--- src/rtl/csa_pipe_addsub.sv ---
// csa_pipe_addsub
//   Pipelined carry-select adder/subtractor. The operand is cut into
//   WIDTH/BLOCK carry-select blocks, and every pipeline stage handles the
//   same number of consecutive blocks. Each block holds two ripple-carry
//   adders, one with carry-in 0 and one with carry-in 1. The carry selected
//   by the previous block drives the mux that picks between them.
//
//   Ports
//     clk        rising-edge clock
//     rst_n      asynchronous active-low reset
//     in_valid   input transaction valid
//     in_ready   block accepts the input this cycle
//     a, b       operands, WIDTH bits
//     carry_i    carry-in for add; ignored when sub=1
//     sub        0: a+b+carry_i   1: a-b (a + ~b + 1)
//     out_valid  result valid
//     out_ready  downstream accepts the result
//     sum        result modulo 2^WIDTH
//     carry_o    carry out of the MSB (for sub, 1 = no borrow)
//     ovf        two's-complement overflow
//
//   Latency is STAGES cycles and throughput is one result per cycle. A single
//   global enable stalls every stage together, so bubbles are never squeezed
//   out of the pipeline.

module csa_pipe_addsub #(
  parameter int WIDTH  = 32,
  parameter int BLOCK  = 4,
  parameter int STAGES = 2
) (
  input  logic             clk,
  input  logic             rst_n,
  input  logic             in_valid,
  output logic             in_ready,
  input  logic [WIDTH-1:0] a,
  input  logic [WIDTH-1:0] b,
  input  logic             carry_i,
  input  logic             sub,
  output logic             out_valid,
  input  logic             out_ready,
  output logic [WIDTH-1:0] sum,
  output logic             carry_o,
  output logic             ovf
);

  localparam int NBLK     = WIDTH / BLOCK;
  localparam int STG_SAFE = (STAGES > 0) ? STAGES : 1;
  localparam int NPS      = NBLK / STG_SAFE;   // blocks per stage

  if ((WIDTH % BLOCK) != 0 || STAGES < 1 || STAGES > NBLK ||
      (NBLK % STG_SAFE) != 0) begin : g_param_check
    $error("csa_pipe_addsub: illegal WIDTH=%0d BLOCK=%0d STAGES=%0d",
           WIDTH, BLOCK, STAGES);
  end

  // Plain ripple-carry adder for one block; result is {carry_out, sum}.
  function automatic logic [BLOCK:0] rca(input logic [BLOCK-1:0] x,
                                         input logic [BLOCK-1:0] y,
                                         input logic             cin);
    logic [BLOCK:0] r;
    logic           c;
    r = '0;
    c = cin;
    for (int i = 0; i < BLOCK; i++) begin
      r[i] = x[i] ^ y[i] ^ c;
      c    = (x[i] & y[i]) | (c & (x[i] ^ y[i]));
    end
    r[BLOCK] = c;
    return r;
  endfunction

  logic             w_en;
  logic [WIDTH-1:0] w_b_eff;
  logic             w_c0;

  // Subtraction is a + ~b + 1, so the forced carry-in supplies the +1.
  assign w_b_eff = sub ? ~b : b;
  assign w_c0    = sub | carry_i;

  for (genvar k = 0; k < STAGES; k++) begin : g_stage
    logic [WIDTH-1:0] w_a_in;
    logic [WIDTH-1:0] w_b_in;
    logic [WIDTH-1:0] w_s_in;
    logic             w_c_in;
    logic             w_sub_in;
    logic             w_vld_in;
    logic [WIDTH-1:0] w_s_out;
    logic             w_c_out;
    logic [BLOCK:0]   w_r0;
    logic [BLOCK:0]   w_r1;
    logic             w_cc;
    logic             w_unused_ops;

    logic [WIDTH-1:0] r_a;
    logic [WIDTH-1:0] r_b;
    logic [WIDTH-1:0] r_s;
    logic             r_c;
    logic             r_sub;
    logic             r_vld;

    // ---- stage k input: preprocessed operands, or previous stage registers
    if (k == 0) begin : g_first
      assign w_a_in   = a;
      assign w_b_in   = w_b_eff;
      assign w_s_in   = '0;
      assign w_c_in   = w_c0;
      assign w_sub_in = sub;
      assign w_vld_in = in_valid;
    end else begin : g_next
      assign w_a_in   = g_stage[k-1].r_a;
      assign w_b_in   = g_stage[k-1].r_b;
      assign w_s_in   = g_stage[k-1].r_s;
      assign w_c_in   = g_stage[k-1].r_c;
      assign w_sub_in = g_stage[k-1].r_sub;
      assign w_vld_in = g_stage[k-1].r_vld;
    end

    // Already-consumed operand slices and the sub flag are carried but
    // not needed for arithmetic inside every stage.
    assign w_unused_ops = ^{w_a_in, w_b_in, w_sub_in};

    // Select-only carry chain: both block results are precomputed, the
    // incoming carry just picks one and forwards the matching carry.
    always_comb begin
      w_s_out = w_s_in;
      w_cc    = w_c_in;
      w_r0    = '0;
      w_r1    = '0;
      for (int j = 0; j < NPS; j++) begin
        w_r0 = rca(w_a_in[(k*NPS+j)*BLOCK +: BLOCK],
                   w_b_in[(k*NPS+j)*BLOCK +: BLOCK], 1'b0);
        w_r1 = rca(w_a_in[(k*NPS+j)*BLOCK +: BLOCK],
                   w_b_in[(k*NPS+j)*BLOCK +: BLOCK], 1'b1);
        w_s_out[(k*NPS+j)*BLOCK +: BLOCK] = w_cc ? w_r1[BLOCK-1:0]
                                                 : w_r0[BLOCK-1:0];
        w_cc = w_cc ? w_r1[BLOCK] : w_r0[BLOCK];
      end
      w_c_out = w_cc;
    end

    // ---- stage k register boundary
    always_ff @(posedge clk or negedge rst_n) begin
      if (!rst_n) begin
        r_vld <= 1'b0;
      end else if (w_en) begin
        r_vld <= w_vld_in;
      end
    end

    // Bubbles leave the data registers untouched; only valid moves.
    always_ff @(posedge clk) begin
      if (w_en && w_vld_in) begin
        r_a   <= w_a_in;
        r_b   <= w_b_in;
        r_s   <= w_s_out;
        r_c   <= w_c_out;
        r_sub <= w_sub_in;
      end
    end
  end

  logic w_unused_last;

  assign out_valid = g_stage[STAGES-1].r_vld;
  assign w_en      = !out_valid || out_ready;
  assign in_ready  = w_en;

  // Results read as zero whenever nothing valid sits at the output, which
  // also gives the cleared outputs during and right after reset.
  assign sum     = out_valid ? g_stage[STAGES-1].r_s : '0;
  assign carry_o = out_valid & g_stage[STAGES-1].r_c;
  assign ovf     = out_valid &
                   (g_stage[STAGES-1].r_a[WIDTH-1] == g_stage[STAGES-1].r_b[WIDTH-1]) &
                   (g_stage[STAGES-1].r_s[WIDTH-1] != g_stage[STAGES-1].r_a[WIDTH-1]);

  assign w_unused_last = ^{g_stage[STAGES-1].r_a, g_stage[STAGES-1].r_b,
                           g_stage[STAGES-1].r_sub};

endmodule

--- config.mk ---
export PLATFORM = sky130hd
export DESIGN_NAME = csa_pipe_addsub
export DESIGN_NICKNAME = d
export VERILOG_FILES = /design/src/rtl/csa_pipe_addsub.sv
export SDC_FILE = /design/constraint.sdc
export NUM_CORES = 1
export LEC_CHECK = 0
export CAP_MARGIN = 20
export CORE_MARGIN = 5
export CORE_UTILIZATION = 49
export CTS_CLUSTER_SIZE = 24
export DETAILED_ROUTE_END_ITERATION = 12
export GPL_TIMING_DRIVEN = 1
export PLACE_DENSITY = 0.8
export SYNTH_ARGS = -nofsm -noshare
export SYNTH_HDL_FRONTEND = slang
export SYNTH_SLANG_ARGS = --single-unit
--- constraint.sdc ---
create_clock -name clk -period 7 [get_ports clk]
set_clock_uncertainty 0.2 [all_clocks]
set_input_delay 1.05 -clock clk [delete_from_list [all_inputs] [get_ports clk]]
set_output_delay 1.05 -clock clk [all_outputs]
set_load 0.005 [all_outputs]
==> qor.txt, run 1 <==
Status -> finished, final reports clean
WP data required -> 7020 ps
Mapped Cells -> 272
Chip height -> 102.4 um
Final setup viols -> 0
Max stage delay on crit path -> 470 ps
GRT busiest layer -> met2
Most frequent cell on the critical path -> fa_1
Crit-path cells -> ha_1 -> inv_1 -> mux2i_1 -> fa_1 -> fa_1 -> fa_2 -> mux2i_1 -> fa_1 -> fa_1 -> fa_1 -> nor2_1 -> a21oi_1 -> fa_1 -> fa_1 -> fa_2 -> nor2_1 -> a21oi_1 -> fa_1 -> fa_1 -> inv_1 -> fa_1 -> inv_1
CTS Buf Count -> 9
Area delta synth->final -> 34.85%
H-tree depth -> 3
FMAX -> 0.1518 GHz
Cell Int Power -> 1048 uW
Slew @ Worst Pin -> 838.8 ps
Initial Util -> 50.65%
Count leader, synth -> edfxtp_1
Antenna violations before repair -> 0
GP Congestion -> 0.7868
Post-CTS Setup Repair Bufs -> 0
Gr usage total -> 13.47%
Multi-input logic area -> 1413 um^2
DRC viols -> 0
PwrDens -> 238.5 nW/um^2
# IOs -> 106
Via count -> 2225
Setup crit end kind -> register
Final Hold Violating Endpoints -> 0
Syn Nets -> 382
Port bufs -> 105
Met1 usage in global routing -> 14.49%
Diode count -> 0
Sequential Power Share -> 50.1%
Cell Count Post-Placement -> 480
Clock Tree Buf Depth -> 2
Nets -> 497
CP max stage cell -> fa_1
Sequential Area -> 2572 um^2
Area contributors post-synth -> edfxtp_1 60%, fa_1 11%, xor2_1 6.5%
Cell Area, Synth -> 4183 um^2
CORE AREA -> 8258 um^2
Drt first pass iters -> 4
LEAKAGE -> 0.002215 uW
Post-layout minimum cycle time -> 6587 ps
DRC marker count from the first detailed-route iteration -> 19
Post-Route WL -> 6502 um
Number of synthesized register bits -> 86
Relative slew slack -> 44.08%
Synth top area share -> 60.31%
Post-synth EDFFs -> 84
Fin crit share -> 94.10%
Fin. max-slew vios -> 0
Finished Core Util -> 68.30%
Clock power frac -> 30.1%
WP data arrival -> 6610 ps
Critical path class -> reg2reg
Ys async rst share -> 2.326%
Vias per cell -> 4.477
Avg Inst Size Synth -> 15.38 um^2
M2 GR Usage -> 24.94%
Post-route insts no fill -> 497
TritonCTS Sinks -> 86
Synth cell count leaders -> 84 x edfxtp_1, 46 x inv_1, 34 x and2_1, 31 x xor2_1, 24 x fa_1
Crit path max fanout -> 3
Post-synth cell types -> 20
First-pass GRT wire length -> 10560 um
CP startpoint kind -> register
Post-route cell area -> 5640 um^2
Detail Route Antenna Nets -> 0
Num rows -> 33
Maximum Capacitance Violations -> 0
Ys flop type -> edfxtp_1
Clk_lat worst skew -> 340 ps
Sequential area share after synthesis -> 61.50%
RSZ-0062 raised after global routing -> no
Horiz. Die Dim -> 102.4 um
Largest net degree at the start of global routing -> 50
Switching fraction of total power -> 22.13%
Share of cells above drive strength 1 -> 9.439%
CTS tree -> yes
Vias in the first global route -> 2295
Area leader, netlist -> edfxtp_1
Ys Warns -> 0
DP Wirelength -> 5045 um
Placed Area -> 5340 um^2
Clock transition at path regs -> 90 ps
P_sw -> 297.7 uW
Clk root buf -> clkbuf_8
Wirelength per Cell -> 13.08 um
Fill count -> 574
Combinational share of power -> 19.8%
Global route overflow -> 0
Peak supply drop -> 0.1242 mV
Grt met3 use -> 2.730%
Worst hold-check path type -> reg2reg
Die area -> 10480 um^2
[logic make-up (layout without fill, tap and decap cells)]
family | count (synthesis) | in the layout | share of synthesized area (%)
DFF | 86 | 86 | 61.50
muxes | 5 | 5 | 1.316
and+or+nand+nor | 42 | 42 | 6.132
buffers and inverters | 53 | 173 | 5.564
adders and majority gates | 40 | 40 | 16.27
xor gates and xnor gates | 40 | 40 | 8.376
AOI/OAI and AO/OA | 6 | 6 | 0.8375
[worst max-delay path: cells and delay by family (launching register included)]
kind	cells	cell delay [ps]
adders and majority gates	13	5050
and+or+nand+nor	2	220
buffers and inverters	3	200
DFF	1	400
muxes	2	240
AOI/OAI and AO/OA	2	130
[final timing paths]
| path | from | to | slack, ps | depth (start not counted) |
|---|---|---|---|---|
| max in group asynchronous | rst_n | out_valid | 5830 | 1 |
| max | g_stage[0].r_a[16] | g_stage[1].r_s[31] | 410 | 22 |
| max reg2reg | g_stage[0].r_a[16] | g_stage[1].r_s[31] | 410 | 22 |
| min in group asynchronous | rst_n | g_stage[0].r_vld | 650 | 1 |
| min | g_stage[0].r_s[14] | g_stage[1].r_s[14] | 220 | 0 |
| min reg2reg | g_stage[0].r_s[14] | g_stage[1].r_s[14] | 220 | 0 |
[cell type report]
type                            count  share of cell area [%]
Sequential cell                    86                   45.61
Multi-Input combinational cell    133                   25.04
Timing Repair Buffer              111                   19.74
Inverter                           46                   3.061
Clock buffer                       11                   2.329
Tap cell                          105                   2.329
Clock inverter                      5                   1.886
[metal layers]
layer	vias to the layer above	routed length, um
li1	1108	-
met1	1050	2334
met2	54	3675
met3	13	338
met4	0	153
met5	-	0
[registers in the layout, indices dropped and copies added, names as in the netlist]
name	count
out_valid	1
g_stage.r_c	2
g_stage.r_b	17
g_stage.r_vld	1
g_stage.r_s	48
g_stage.r_a	17
[per-stage QoR]
stage / hold slack [ps] / power (uW) / setup WS, ps / TNS (ps)
floorplan: 200.3 / 811.0 / 390.4 / 0
global placement: 201.4 / 939.8 / -67.66 / -67.66
detailed placement: 204.5 / 951.9 / -192.0 / -255.4
CTS: 222.4 / 1355 / 180.2 / 0
global route: 229.2 / 1422 / 74.23 / 0
finish: 221.1 / 1345 / 412.9 / 0
[cells in the final DEF (no fill, tap or decap), drive strengths merged]
cell | netlist | routed
nand2b | 1 | 1
buf | 7 | 7
edfxtp | 84 | 84
o21ai | 2 | 2
xnor2 | 9 | 9
mux2 | 1 | 1
inv | 46 | 47
bufinv | 0 | 3
or2b | 1 | 1
clkbuf | 0 | 11
ha | 16 | 16
nand2 | 2 | 2
and2 | 34 | 34
nor2 | 3 | 3
dlymetal6s2s | 0 | 1
xor2 | 31 | 31
a21oi | 2 | 2
o31ai | 2 | 2
mux2i | 4 | 4
nand4b | 1 | 1
clkinvlp | 0 | 1
fa | 24 | 24
clkdlybuf4s50 | 0 | 103
dfrtp | 2 | 2
[power groups by stage]
stage	clock network [uW]	registers, uW	logic, uW
global placement	0	685	255
finish	405	674	266
CTS	414	676	265
detailed placement	0	689	263
floorplan	0	678	133
global route	439	683	301
[timing repair]
item,in CTS,in global routing
resized for setup,0,14
hold buffers,0,0
endpoints found under the setup margin,0,3
hold endpoints to repair,0,0
(Power assumes the default switching activity.)
==> run 2: changes to the inputs <==
--- a/config.mk
+++ b/config.mk
@@ -6,12 +6,15 @@
 export NUM_CORES = 1
 export LEC_CHECK = 0
 export CAP_MARGIN = 20
+export CELL_PAD_IN_SITES_DETAIL_PLACEMENT = 1
+export CELL_PAD_IN_SITES_GLOBAL_PLACEMENT = 2
 export CORE_MARGIN = 5
-export CORE_UTILIZATION = 49
+export CORE_UTILIZATION = 34
 export CTS_CLUSTER_SIZE = 24
 export DETAILED_ROUTE_END_ITERATION = 12
 export GPL_TIMING_DRIVEN = 1
-export PLACE_DENSITY = 0.8
+export PLACE_DENSITY_LB_ADDON = 0.1
+export SLEW_MARGIN = 20
 export SYNTH_ARGS = -nofsm -noshare
 export SYNTH_HDL_FRONTEND = slang
 export SYNTH_SLANG_ARGS = --single-unit
==> qor.txt, run 2 (same netlist as run 1, synthesis figures left out) <==
Status -> finished, final reports clean
Nets -> 496
DRC viols -> 0
Vias in the first global route -> 2585
Horiz. Die Dim -> 120.9 um
DP Wirelength -> 5715 um
Gr usage total -> 11.75%
Slew @ Worst Pin -> 880.1 ps
Fin crit share -> 95.73%
Most common cell after layout, fill and taps aside -> clkdlybuf4s50_1
Initial Util -> 34.82%
Max stage delay on crit path -> 480 ps
Post-layout minimum cycle time -> 6701 ps
CP delay by family, top -> adder cells
Max reg flops -> 48
DRC marker count from the first detailed-route iteration -> 115
HP Start -> g_stage[0].r_s[15]
Maximum Capacitance Violations -> 0
Setup tns final -> 0 ps
Crit path max fanout -> 3
Final worst setup slack -> 298.7 ps
Crit. Startpoint -> a[0]
Wirelength per Cell -> 14.94 um
LEAKAGE -> 0.002244 uW
Worst hold-check path type -> reg2reg
Clk root buf -> clkbuf_16
Pre-CTS setup slack -> -333.4 ps
Critical path class -> in2reg
Crit path buf inv count -> 8
Final setup viols -> 0
PwrDens -> 250.8 nW/um^2
Port bufs -> 105
Final hold slack -> 218.6 ps
Drt first pass iters -> 4
Chip height -> 120.9 um
Setup crit end kind -> register
Diode count -> 0
Sequential Area -> 2574 um^2
H-tree depth -> 3
RR Startpoint -> g_stage[0].r_a[16]
CP max stage cell -> clkdlybuf4s50_1
CTS tree -> yes
# IOs -> 106
TritonCTS Sinks -> 86
Via count -> 2331
Post-route cell area -> 5764 um^2
First-pass GRT wire length -> 12960 um
Clk_lat worst skew -> 330 ps
Placed Area -> 5405 um^2
Die area -> 14620 um^2
CTS Buf Count -> 9
Global route overflow -> 0
CP startpoint kind -> primary input
Multi-input logic area -> 1430 um^2
Fin. max-slew vios -> 0
RSZ-0062 raised after global routing -> no
Most frequent cells in the layout -> 103 x clkdlybuf4s50_1, 84 x edfxtp_1, 45 x inv_1, 32 x and2_1, 30 x xor2_1
Relative slew slack -> 41.33%
Num rows -> 40
Clock Tree Buf Depth -> 2
Detail Route Antenna Nets -> 0
Top reg by flops -> g_stage.r_s
Largest net degree at the start of global routing -> 50
WP data arrival -> 6570 ps
Area delta synth->final -> 37.81%
Finished Core Util -> 47.99%
FMAX -> 0.1492 GHz
Vias per cell -> 4.333
Fill count -> 1216
Share of cells above drive strength 1 -> 9.207%
Largest regs -> g_stage.r_s: 48 flops, g_stage.r_a: 17 flops, g_stage.r_b: 17 flops
Peak supply drop -> 0.08887 mV
Clock transition at path regs -> 60 ps
Post-CTS Setup Repair Bufs -> 0
Antenna violations before repair -> 0
WP data required -> 6870 ps
CORE AREA -> 12010 um^2
GP Congestion -> 0.7494
Final Hold Violating Endpoints -> 0
Post-Route WL -> 8038 um
==> run 2: layout make-up <==
| cell class | count | share of cell area [%] |
|---|---|---|
| sequential | 86 | 44.65 |
| multi-input combinational | 133 | 24.81 |
| timing repair buffer | 110 | 19.06 |
| clock buffer | 10 | 3.972 |
| tap | 147 | 3.191 |
| inverter | 46 | 2.995 |
| clock inverter | 6 | 1.324 |
==> run 2: worst register-to-register path: cells and delay by family (launching register included) <==
family,cells,cell delay (ps)
AND/OR/NAND/NOR,2,220
multiplexers,2,250
adder cells (fa/ha/maj),13,5170
flip-flops,1,390
buffers and inverters,3,190
AO/OA/AOI/OAI,2,120
==> run 2: power by group <==
group / switching (uW) / internal [uW]
Sequential: 23.9 / 653
Clock: 185 / 308
Combinational: 117 / 158
Total: 325 / 1120
==> run 2: worst paths after layout <==
| kind | slack, ps | endpoint | cells past startpoint |
|---|---|---|---|
| max | 300 | g_stage[0].r_s[15] | 27 |
| min | 220 | g_stage[1].r_s[15] | 0 |
| max reg2reg | 340 | g_stage[1].r_s[31] | 22 |
| min reg2reg | 220 | g_stage[1].r_s[15] | 0 |
| max in group asynchronous | 5790 | out_valid | 1 |
| min in group asynchronous | 680 | g_stage[0].r_vld | 1 |
==> run 2: repair_timing <==
item / in CTS / in global routing
resized for setup: 4 / 12
pin swaps: 0 / 5
hold buffers: 0 / 0
setup endpoints to repair: 1 / 3
hold endpoints to repair: 0 / 0
==> run 2: through the flow <==
step | total power, uW | instances
global placement | 951.5 | 522
CTS | 1467 | 538
global route | 1523 | 538
finish | 1446 | 538
detailed placement | 963.5 | 522
floorplan | 811.0 | 272
==> run 2: metal layers <==
metal | vias up | wire length [um] | track usage [%]
met2 | 64 | 4252 | 20.70
li1 | 1109 | - | -
met4 | 0 | 139 | 5.524
met1 | 1146 | 3170 | 13.36
met5 | - | 0 | 0
met3 | 12 | 475 | 2.844
==> patch 1, RTL diff (flow settings as in run 2) <==
Set the parameter `STAGES` to 1 (it was 2).
--- a/src/rtl/csa_pipe_addsub.sv
+++ b/src/rtl/csa_pipe_addsub.sv
@@ -26,7 +26,7 @@
 module csa_pipe_addsub #(
   parameter int WIDTH  = 32,
   parameter int BLOCK  = 4,
-  parameter int STAGES = 2
+  parameter int STAGES = 1
 ) (
   input  logic             clk,
   input  logic             rst_n,
Formal check against the unedited RTL: not equivalent (Yosys sat finds a counterexample within 4 cycles, from zero or initial values and one cycle with rst_n low).
==> patch 1 against run 2 <==
  * Final area decreased by 27%
  * Sequential cell count decreased by 50
  * Worst setup slack got worse by 4.3 ns
  * Core utilization increased by 5.7 points
  * Die area decreased by 31%
  * Total power decreased by 50%
  * The flow now finishes with violations (negative setup slack)
  * Routed wire length decreased by 22%
  * Synthesized area decreased by 34%
==> patch 1: results (changes against run 2) <==
| Metric | Value |
|---|---|
| Outcome | `finished, violations left (was completed)` |
| Violated checks | `negative setup slack` |
| Share of cells above drive strength 1 | `21.67% (was 9.207%)` |
| # resized after CTS | `15 (was 4)` |
| Max incr delay on CP | `0.41 ns (was 0.48 ns)` |
| # fillers | `851 (was 1216)` |
| Final GP Congestion | `0.7299 (was 0.7494)` |
| Final Net Count | `469 (was 496)` |
| Max reg flops | `32 (was 48)` |
| H-tree levels | `2 (was 3)` |
| Synth unique cells | `21 (was 20)` |
| Worst IR drop on VDD | `0.00007609 V (was 0.00008887 V)` |
| Fraction of registers with async set or reset after synthesis | `2.778% (was 2.326%)` |
| Met3 WL | `538 um (was 475 um)` |
| Via count | `1933 (was 2331)` |
| Power Sequential | `293 uW (was 677 uW)` |
| DP Worst Slack | `-4.766 ns (was -0.3334 ns)` |
| Synth top area cells | `edfxtp_1 (38%), fa_1 (17%), inv_1 (8.6%) (was edfxtp_1 (60%), fa_1 (11%), xor2_1 (6.5%))` |
| Total CTS buffers | `5 (was 9)` |
| Commonest cells post-synth | `inv_1 (63), edfxtp_1 (35), and2_1 (33), fa_1 (24), xnor2_1 (24) (was edfxtp_1 (84), inv_1 (46), and2_1 (34), xor2_1 (31), fa_1 (24))` |
| Largest net degree at the start of global routing | `37 (was 50)` |
| Placed Area | `4034 um^2 (was 5405 um^2)` |
| Number of synthesized flops with an enable pin | `35 (was 84)` |
| Setup Buffers After CTS | `3 (was 0)` |
| Tot GR Track Use | `13.13% (was 11.75%)` |
| Met2 wire length | `3.416 mm (was 4.252 mm)` |
| Vias in the first global route | `2164 (was 2585)` |
| Syn avg cell area | `11.55 um^2 (was 15.38 um^2)` |
| Synthesized Nets | `349 (was 382)` |
| Comb pwr share | `39.3% (was 19.0%)` |
| Crit-path slowest cell | `fa_2 (was clkdlybuf4s50_1)` |
| NetSw | `202.7 uW (was 325.4 uW)` |
| First-pass GRT wire length | `10.03 mm (was 12.96 mm)` |
| Total wire length | `6.277 mm (was 8.038 mm)` |
| Final setup violating endpoints | `15 (was 0)` |
| Post-synthesis sequential area ratio | `38.98% (was 61.50%)` |
| Data arrival, critical path | `10.87 ns (was 6.57 ns)` |
| Root Driver | `clkbuf_8 (was clkbuf_16)` |
| Leak Pwr | `0.001737 uW (was 0.002244 uW)` |
| Biggest register | `g_stage.r_s (unchanged)` |
| Clock slew at reported path FFs | `0.08 ns (was 0.06 ns)` |
| Dpl cells | `449 (was 522)` |
| Max_slew headroom | `37.64% (was 41.33%)` |
| Hold Crit Class | `input port to async pin (was register to register)` |
| Worst-Skew Late Latency | `0.28 ns (was 0.33 ns)` |
| Post-route insts no fill | `462 (was 538)` |
| DP HPWL | `5.109 mm (was 5.715 mm)` |
| Routing usage on met1 | `13.62% (was 13.36%)` |
| M1 wire length | `2.248 mm (was 3.170 mm)` |
| First DRT Iteration DRCs | `22 (was 115)` |
| PnR worst setup slack | `-4.042 ns (was 0.2987 ns)` |
[patch 1: changes by cell type in the layout (fill, tap and decap cells not counted), sizes merged, moves of 2 or more]
cell and delta:
buf +11, dlygate4sd2 +2, bufinv -2, xor2 -15, edfxtp -49, clkdlybuf4s50 -2
clkbuf -5, inv +19, xnor2 +15
[patch 1: cells by family after synthesis]
| kind of cell | count (synthesis) | synth area share, % |
|---|---|---|
| buffers and inverters | 72 | 11.20 |
| and+or+nand+nor | 41 | 8.930 |
| xor gates and xnor gates | 40 | 13.51 |
| adders and majority gates | 40 | 24.66 |
| DFF | 36 | 38.98 |
| AOI/OAI and AO/OA | 6 | 1.269 |
| muxes | 4 | 1.451 |
[patch 1: metrics by stage]
step | TNS (ns) | util (%) | total power, uW | hold slack, ns
after floorplan | -32.48 | - | 441.2 | 0.4562
after global placement | -41.66 | 51.67 | 563.7 | 0.9714
after detailed placement | -43.70 | 51.67 | 577.5 | 0.9838
after CTS | -32.31 | 53.27 | 733.9 | 0.6916
after global routing | -36.87 | 53.65 | 784.3 | 0.6856
final | -32.74 | 53.65 | 724.9 | 0.7041
[patch 1: worst paths after layout]
| path | from | endpoint | slack (ns) | cells after the start |
|---|---|---|---|---|
| worst min register to register | out_valid | out_valid | 0.92 | 2 |
| worst max-delay path | sub | g_stage[0].r_s[31] | -4.04 | 46 |
| min in group clk | out_valid | out_valid | 0.92 | 2 |
| max in group asynchronous | rst_n | out_valid | 5.79 | 1 |
| worst min-delay path | rst_n | out_valid | 0.70 | 1 |
| worst max register to register | out_valid | g_stage[0].r_s[27] | 4.67 | 2 |
[patch 1: final cells by class]
type	count	area share, %
clock buffer	5	1.643
clock inverter	3	0.4480
inverter	65	5.824
multi-input combinational	131	35.63
sequential	36	25.69
tap	102	3.047
timing repair buffer	120	27.72
==> patch 2, RTL diff (config.mk and constraints of run 2) <==
Made on the original files. Put a register stage on the output `ovf`, cleared by the reset. The value now appears one clock later. The other outputs are not delayed to match.
--- a/src/rtl/csa_pipe_addsub.sv
+++ b/src/rtl/csa_pipe_addsub.sv
@@ -169,9 +169,13 @@
   // also gives the cleared outputs during and right after reset.
   assign sum     = out_valid ? g_stage[STAGES-1].r_s : '0;
   assign carry_o = out_valid & g_stage[STAGES-1].r_c;
-  assign ovf     = out_valid &
-                   (g_stage[STAGES-1].r_a[WIDTH-1] == g_stage[STAGES-1].r_b[WIDTH-1]) &
-                   (g_stage[STAGES-1].r_s[WIDTH-1] != g_stage[STAGES-1].r_a[WIDTH-1]);
+  always_ff @(posedge clk or negedge rst_n) begin
+    if (!rst_n) begin
+      ovf <= '0;
+    end else begin
+      ovf <= out_valid & (g_stage[STAGES-1].r_a[WIDTH-1] == g_stage[STAGES-1].r_b[WIDTH-1]) & (g_stage[STAGES-1].r_s[WIDTH-1] != g_stage[STAGES-1].r_a[WIDTH-1]);
+    end
+  end
 
   assign w_unused_last = ^{g_stage[STAGES-1].r_a, g_stage[STAGES-1].r_b,
                            g_stage[STAGES-1].r_sub};
Check against the original RTL: not equivalent (Yosys sat finds a counterexample within 4 cycles, from zero or initial values and one cycle with rst_n low).
==> patch 2 against run 2 <==
  * Total power down 2.3%
  * Routed wire length down 3.8%
  * Global-route usage down 0.23 points
  * Final area up 0.17%
  * Worst setup slack better by 0.086 ns
  * Fmax up 1.3%
  * Sequential power up 0.9%
  * Synthesized area up 0.60%
  * Sequential cell count up 1
==> patch 2: results (changes against run 2) <==
| Metric | Value |
|---|---|
| Routing usage on met1 | `13.42% (was 13.36%)` |
| # resized after CTS | `1 (was 4)` |
| Fin util | `47.87% (was 47.99%)` |
| Leak Pwr | `0.002244 uW (about the same)` |
| Drt pass-1 iters | `3 (was 4)` |
| Synthesized Nets | `383 (was 382)` |
| R2r endpoint | `g_stage[1].r_s[31] (unchanged)` |
| Synth top area cells | `edfxtp_1 (60%), fa_1 (11%), xor2_1 (6.5%) (unchanged)` |
| WHS Endpoint | `g_stage[1].r_s[0] (was g_stage[1].r_s[15])` |
| Reg2Reg Setup Slack | `0.45 ns (was 0.34 ns)` |
| H-tree levels | `3 (unchanged)` |
| Wire length per cell | `13.78 um (was 14.94 um)` |
| M1 wire length | `3.113 mm (was 3.170 mm)` |
| Number of synthesized flops with an enable pin | `84 (unchanged)` |
| Tot GR Track Use | `11.52% (was 11.75%)` |
| Yosys reg bits | `87 (was 86)` |
| DP HPWL | `5.679 mm (was 5.715 mm)` |
| Final Net Count | `498 (was 496)` |
| Met2 wire length | `3.897 mm (was 4.252 mm)` |
| PortBufs | `105 (unchanged)` |
| Worst-Skew Late Latency | `0.33 ns (about the same)` |
| Outcome | `completed (unchanged)` |
| Clock network area share | `4.897% (was 5.296%)` |
| Tmin final | `6.615 ns (was 6.701 ns)` |
| First DRT Iteration DRCs | `55 (was 115)` |
| Dpl cells | `545 (was 522)` |
| Area fraction of the dominant cell type after synthesis | `59.95% (was 60.31%)` |
| Met2 usage | `19.21% (was 20.70%)` |
| Placed Area | `5451 um^2 (was 5405 um^2)` |
| First-pass GRT wire length | `12.74 mm (was 12.96 mm)` |
| DP Worst Slack | `-0.3802 ns (was -0.3334 ns)` |
| Die area | `14700 um^2 (was 14620 um^2)` |
| FF/Latch Area | `2597 um^2 (was 2574 um^2)` |
| Vias in the first global route | `2561 (was 2585)` |
| Clock buf count | `12 (was 10)` |
| Signal buffers share of area | `18.94% (was 19.06%)` |
| Post-route insts no fill | `561 (was 538)` |
| Min-delay src | `g_stage[0].r_s[0] (was g_stage[0].r_s[15])` |
| Syn avg cell area | `15.41 um^2 (was 15.38 um^2)` |
| Buffers excl. clock | `111 (was 110)` |
| Post-synthesis sequential area ratio | `61.73% (was 61.50%)` |
| Share of cells above drive strength 1 | `8.906% (was 9.207%)` |
| Fraction of registers with async set or reset after synthesis | `3.448% (was 2.326%)` |
| Met3 WL | `546 um (was 475 um)` |
| Worst flop-to-flop path startpoint | `g_stage[0].r_a[16] (unchanged)` |
| Hold path depth | `0 (unchanged)` |
| Vias per cell | `4.073 (was 4.333)` |
| Multi-input gate share of total cell area | `24.55% (was 24.81%)` |
| Final GP Congestion | `0.6840 (was 0.7494)` |
| Data arrival, critical path | `6.49 ns (was 6.57 ns)` |
| Worst IR drop on VDD | `0.0001100 V (was 0.00008887 V)` |
| # fillers | `1229 (was 1216)` |
| Slew at the pin closest to its max-slew limit | `0.9635 ns (was 0.8801 ns)` |
| WHS | `0.2162 ns (was 0.2186 ns)` |
| CP Max Fanout | `3 (unchanged)` |
| GR Util met3 | `3.636% (was 2.844%)` |
## patch 2: how the worst max path moves through the flow
stage	startpoint	end	cells past startpoint
after floorplan	sub	g_stage[0].r_s[15]	27
after global placement	b[0]	g_stage[0].r_s[15]	27
after detailed placement	b[0]	g_stage[0].r_s[15]	27
after CTS	b[0]	g_stage[0].r_s[15]	27
after global routing	a[0]	g_stage[0].r_s[15]	27
final	a[0]	g_stage[0].r_s[15]	27
## patch 2: cell families (layout without fill, tap and decap cells)
| family | count (synthesis) | in the layout | share of synthesized area (%) |
|---|---|---|---|
| xor+xnor | 40 | 40 | 8.326 |
| flops | 87 | 87 | 61.73 |
| buf+inv | 53 | 173 | 5.531 |
| simple gates | 42 | 42 | 6.096 |
| fa+ha+maj | 40 | 40 | 16.18 |
| mux | 5 | 5 | 1.308 |
| compound gates | 6 | 6 | 0.8325 |
## patch 2: where the power goes
group / internal [uW] / switching (uW)
Combinational: 156 / 113
Sequential: 660 / 23.5
Clock: 275 / 186
Total: 1090 / 322
